`src/rtl/parity_checker_core.sv`:
```
`default_nettype none
// ============================================================================
// Module      : parity_checker_core
// Description : Registered parity checker for a parallel receive path.
//               Flags per-word parity status one cycle after each valid
//               word, and keeps a sticky error flag plus a saturating
//               error counter for status readout.
// Revision    : 1.0 - initial release
// ============================================================================
module parity_checker_core #(
    parameter int WIDTH      = 8,
    parameter int ODD_PARITY = 0,
    parameter int CNT_WIDTH  = 16
) (
    input  logic                 clk,
    input  logic                 rst,
    input  logic [WIDTH-1:0]     data_in,
    input  logic                 parity_bit,
    input  logic                 valid_in,
    input  logic                 clear_err,
    output logic                 parity_ok,
    output logic                 valid_out,
    output logic                 expected_parity,
    output logic                 err_sticky,
    output logic [CNT_WIDTH-1:0] err_count
);

    // Parity sense folded into a single bit so it can be XORed directly.
    localparam logic                 c_odd     = (ODD_PARITY != 0) ? 1'b1 : 1'b0;
    localparam logic [CNT_WIDTH-1:0] c_cnt_max = {CNT_WIDTH{1'b1}};
    localparam logic [CNT_WIDTH-1:0] c_cnt_one = {{(CNT_WIDTH-1){1'b0}}, 1'b1};

    logic                 w_calc;
    logic                 w_expected;
    logic                 w_fail;
    logic [CNT_WIDTH-1:0] w_cnt_base;
    logic [CNT_WIDTH-1:0] w_cnt_next;
    logic                 w_sticky_next;

    logic                 r_parity_ok;
    logic                 r_valid_out;
    logic                 r_expected_parity;
    logic                 r_err_sticky;
    logic [CNT_WIDTH-1:0] r_err_count;

    // Parity check of the incoming word; WIDTH=1 reduces to data_in[0].
    always_comb begin
        w_calc     = ^data_in;
        w_expected = w_calc ^ c_odd;
        w_fail     = valid_in & (parity_bit != w_expected);
    end

    // Error status next-state: a clear is applied first, then any failure
    // in the same cycle is recorded on top of the cleared value.
    always_comb begin
        w_cnt_base    = clear_err ? '0 : r_err_count;
        w_cnt_next    = w_cnt_base;
        w_sticky_next = clear_err ? 1'b0 : r_err_sticky;
        if (w_fail) begin
            w_sticky_next = 1'b1;
            if (w_cnt_base != c_cnt_max) begin
                w_cnt_next = w_cnt_base + c_cnt_one;
            end
        end
    end

    // Per-word result registers; hold on idle cycles, pulse valid_out.
    always_ff @(posedge clk) begin
        if (rst) begin
            r_parity_ok       <= 1'b1;
            r_valid_out       <= 1'b0;
            r_expected_parity <= 1'b0;
        end else begin
            r_valid_out <= valid_in;
            if (valid_in) begin
                r_parity_ok       <= ~w_fail;
                r_expected_parity <= w_expected;
            end
        end
    end

    // Sticky error flag and saturating error counter.
    always_ff @(posedge clk) begin
        if (rst) begin
            r_err_sticky <= 1'b0;
            r_err_count  <= '0;
        end else begin
            r_err_sticky <= w_sticky_next;
            r_err_count  <= w_cnt_next;
        end
    end

    // All outputs come straight from registers.
    assign parity_ok       = r_parity_ok;
    assign valid_out       = r_valid_out;
    assign expected_parity = r_expected_parity;
    assign err_sticky      = r_err_sticky;
    assign err_count       = r_err_count;

endmodule
`default_nettype wire

```
`config.mk`:
```
export PLATFORM = sky130hd
export DESIGN_NAME = parity_checker_core
export DESIGN_NICKNAME = d
export VERILOG_FILES = /design/src/rtl/parity_checker_core.sv
export SDC_FILE = /design/constraint.sdc
export NUM_CORES = 1
export LEC_CHECK = 0
export CAP_MARGIN = 0
export CORE_AREA = 10 10 63 65
export DETAILED_ROUTE_END_ITERATION = 8
export DIE_AREA = 0 0 73 75
export PLACE_DENSITY_LB_ADDON = 0.05
export SLEW_MARGIN = 15
export SYNTH_ARGS = -nofsm -noshare
export SYNTH_HDL_FRONTEND = slang
export SYNTH_SLANG_ARGS = --single-unit
```
`constraint.sdc`:
```
create_clock -name clk -period 2.9 [get_ports clk]
set_input_delay 0.58 -clock clk [delete_from_list [all_inputs] [get_ports clk]]
set_output_delay 0.58 -clock clk [all_outputs]
set_load 0.01 [all_outputs]
```
# Word-level counts from Yosys, hierarchy flattened
# Cells that the tools add are included.
[totals]
reg_bits = 20
latchBits = 0
ram_bits = 0
rom_bits = 0
inputBits = 13
output_inout_bits = 20
wordCells = 17
n_memories = 0
[op_classes]
addsub = 1
multipliers = 0
div = 0
order_cmp = 0
n_eq_ne = 2
shifts = 0
n_mux = 5
n_bitwise = 2
n_reduce_logical = 2
[op_table]
columns = ["op", "n"]
rows = [
  ["$mux 16", 3],
  ["$add 16x1->16 const B", 1],
  ["$ne 16x16->1 const B", 1],
  ["$reduce_xor 8->1", 1],
  ["$mux 1", 2],
  ["$reduce_bool 2->1", 1],
  ["$and 1x1->1", 1],
  ["$ne 1x1->1", 1],
  ["$not 1->1", 1],
]

# Longest topological paths before layout
# Gate-level depths: netlist of the first run.
[depth]
ltp_word = 4
ltp_mapped = 8
mapped_depth_nobuf = 7

# Worst setup path after synthesis of the first run
# OpenSTA, ideal clock, no wires.
[synth_timing]
path_kind = "in2reg"
from = "input port clear_err"
to = "register r_err_count[0], in the netlist err_count[0]"
arrival_ns = 2.280
t_required_ns = 2.777
slack_ns = 0.496
path_stages = 7
path_cell_list = "clkbuf_1 > nor2b_1 > ha_1 > nand3_1 > nor4_1 > or3_1 > mux2_1"
[synth_via]
elab_chain_cells = 4
[synth_rtl]
columns = ["element", "line", "text"]
rows = [
  ["start: declaration", "20", "input logic clear_err,"],
  ["$mux 16 *", "56", "w_cnt_base = clear_err ? '0 : r_err_count;"],
  ["$add 16x1->16 or $ne 16x16->1 (tied branches)", "62, 61", ""],
  ["$mux 16", "61", "if (w_cnt_base != c_cnt_max) begin"],
  ["$mux 16 *", "59", "if (w_fail) begin"],
  ["end signal: assignment", "89", "r_err_count <= w_cnt_next;"],
  ["end: declaration", "44", "logic [CNT_WIDTH-1:0] r_err_count;"],
]
# Mark *: on every way between the ends. The rest lies on a longest branch, timed or not.
# A chain may end at the register's enable or synchronous reset.

# Worst setup path in the final report of the first run
[layout_timing]
from = "input port clear_err"
to = "register r_err_count[8], in the netlist err_count[8]"
# Same word-level chain as after synthesis.

==> results of run 1 <==
synth_stat cells, types with 3 or more instances:
cell / number / area [µm²]
and3_1: 3 / 18.8
o31ai_1: 3 / 22.5
a21oi_1: 9 / 45.0
inv_1: 4 / 15.0
nor4_1: 4 / 25.0
dfxtp_1: 20 / 400
o311ai_0: 3 / 26.3
and4b_1: 3 / 30.0
nand2_1: 13 / 48.8
o21ai_0: 3 / 15.0
nor2_1: 6 / 22.5
or4_1: 3 / 22.5
and2_1: 4 / 25.0
clkbuf_1: 3 / 11.3
nand3_1: 7 / 35.0
nand4_1: 4 / 25.0
xnor2_1: 6 / 52.6
nor2b_1: 3 / 18.8
or3_1: 7 / 43.8
mux2i_1: 6 / 60.1
sequential cells by signal, indices dropped and copies added, names as in the netlist:
register / flops
err_count: 16
err_sticky: 1
expected_parity: 1
parity_ok: 1
valid_out: 1
critical path, cell delays in order:
cell	delay, ns
clkdlybuf4s50_1	0.48
buf_4	0.18
buf_4	0.15
nand3b_1	0.17
nor3_1	0.25
o21ai_0	0.28
or4_1	0.53
a21oi_1	0.15
metal layers:
layer,GRT usage [%],vias to the layer above,part of all wire (%)
met1,14.3,570,43
met2,21.0,41,47
met4,3.80,0,0.82
li1,-,592,-
met3,4.47,4,9.0
met5,0,-,0
worst paths after layout:
check | startpoint | to | depth (start not counted) | slack, ns
setup reg to reg | err_count[0] | err_count[8] | 7 | 0.78
setup / recovery | clear_err | err_count[8] | 8 | 0.38
hold reg to reg | err_sticky | err_sticky | 1 | 0.49
hold / removal | err_sticky | err_sticky | 1 | 0.49
through the flow:
stage | hold WS, ns | total power [W] | setup slack [ns] | utilization, %
3_5_place_dp | 0.474 | 0.000491 | 0.0562 | 58.7
2_1_floorplan | 0.498 | 0.000422 | 0.496 | -
4_1_cts | 0.504 | 0.000660 | 0.386 | 60.1
6_report | 0.494 | 0.000651 | 0.381 | 60.1
5_1_grt | 0.542 | 0.000686 | 0.225 | 60.1
3_3_place_gp | 0.466 | 0.000484 | 0.109 | 58.7
area by class of cell:
type / count / area, µm² / area share, %
Clock buffer: 4 / 36.3 / 2.23
Inverter: 5 / 18.8 / 1.15
Multi-Input combinational cell: 106 / 738 / 45.3
Sequential cell: 20 / 400 / 24.6
Tap cell: 31 / 38.8 / 2.38
Timing Repair Buffer: 42 / 395 / 24.3
logic make-up after synthesis:
group,count (synthesis)
adder cells (fa/ha/maj),1
AND/OR/NAND/NOR,62
multiplexers,8
flip-flops,20
AO/OA/AOI/OAI,26
XOR/XNOR,9
buffers and inverters,10
power by group:
| part | internal [W] | total, W | leakage [nW] | switching, W |
|---|---|---|---|---|
| Combinational | 0.0000952 | 0.000193 | 0.413 | 0.0000981 |
| Sequential | 0.000286 | 0.000292 | 0.162 | 0.00000580 |
| Clock | 0.0000766 | 0.000166 | 0.0210 | 0.0000892 |
==> run metrics, run 1 <==
Final TNS setup 0 ns; period utilization ~87%; initial antenna violation count 0; Mean Syn Cell Area between 8 and 9 µm²; Iter 0 DRT Violations 61; clk slew on worst S/H paths between 0.1 and 0.15 ns; Post-Synth Adder-Cell Area under 10%; post-detail-place hpwl ~2700 µm; library cells used by synthesis 38; CP required approximately 3.1 ns; layout cells sized above 1 under 10%; unrepaired setup endpoints after global routing false; Post-Syn Instances ~140; status finished, final reports clean; Antenna Nets Post-Route 0; CP endpoint kind flip-flop; DRT Pass-1 Iters 4; xor/xnor cell area share of the yosys netlist under 10%; core area 2710 µm²; Post-synth EDFFs 0; kind of critical path input pin to flip-flop; FF+latch count, synth 20; worst-path maximum fanout 7; Num CTS Buffers 3; final count of negative-setup-slack endpoints 0; pin count of the biggest net entering global routing 18; combinational family with the most area after synthesis simple AND/OR/NAND/NOR gates; HP Class flip-flop to flip-flop; post-CTS setup buffer count 0; Compound-Gate Fraction of Synth Area between 10% and 20%; number of global-route vias before repair about 1200; vias per cell between 5 and 6; Root Buffer clkbuf_4; commonest non-fill, non-tap cell in the layout clkdlybuf4s50_1; Post-Place Cells between 200 and 250; Placed Instance Area 1590 µm²; critical path startpoint category input pin; Worst EP arrival 2.76 ns; post-synthesis sequential area ratio 33.8%; Die Wd approximately 73 µm; Final GP Congestion 0.871; drc violations 0; Resize count post-CTS 0; clk sinks 20; post-route minimum period between 2 and 3 ns; Bufs on Longest Clock Path 2; wire per inst between 15 and 20 µm; Post-Route WL roughly 3400 µm; Die Y roughly 75 µm; FP Rows 19; f_max ~0.40 GHz; worst skew pair latency about 0.3 ns; Design Area, Final about 1600 µm²; count of hold-fix buffers inserted at cts 0; post-synthesis mux area share between 6 and 7%; Post-Syn Area 1180 µm²; predominant post-synthesis flop cell dfxtp_1; slew margin rel. between 50 and 60%; Overflow after GRT 0; num ports 33; CTS tree built; VDD IR max approximately 290 µV; Syn Nets 150; Clock Skew between 0.002 and 0.0025 ns; Port Buffers 32; die area 5480 µm²; initial core utilization 43.7%; fin. max-slew vios 0; first-pass GRT wire length 5580 µm; filler instances about 250; Worst-Margin Slew between 0.6 and 0.7 ns; simple-gate share of the synthesized area around 30%; Fin. Hold Viols 0; power density over the cells about 400 nW/µm²; area grow syn2layout 37.4%; # Max-Cap Violations 0; via count around 1200; Total GRT Usage roughly an eighth; P_leak roughly 0.6 nW; final net count approximately 190; number of antenna diodes 0; Max H-tree Level 1; Yosys warning total 0; Finished Layout Cells 208; most frequent cells in the layout 32 x clkdlybuf4s50_1, 20 x dfxtp_1, 13 x nand2_1; Async S/R FF share, synth 0%
No activity file was read; power rests on OpenSTA's default activity.
==> inputs of run 2 (changes only) <==
- CTS_CLUSTER_DIAMETER: unset -> 40
==> results of run 2 <==
Same layout as run 1: the final DEF is identical, and so are final timing and power.
==> inputs of run 3 (changes only) <==
- SLEW_MARGIN: 15 -> unset
==> results of run 3 <==
Same layout as run 1: the final DEF is identical, and so are final timing and power.
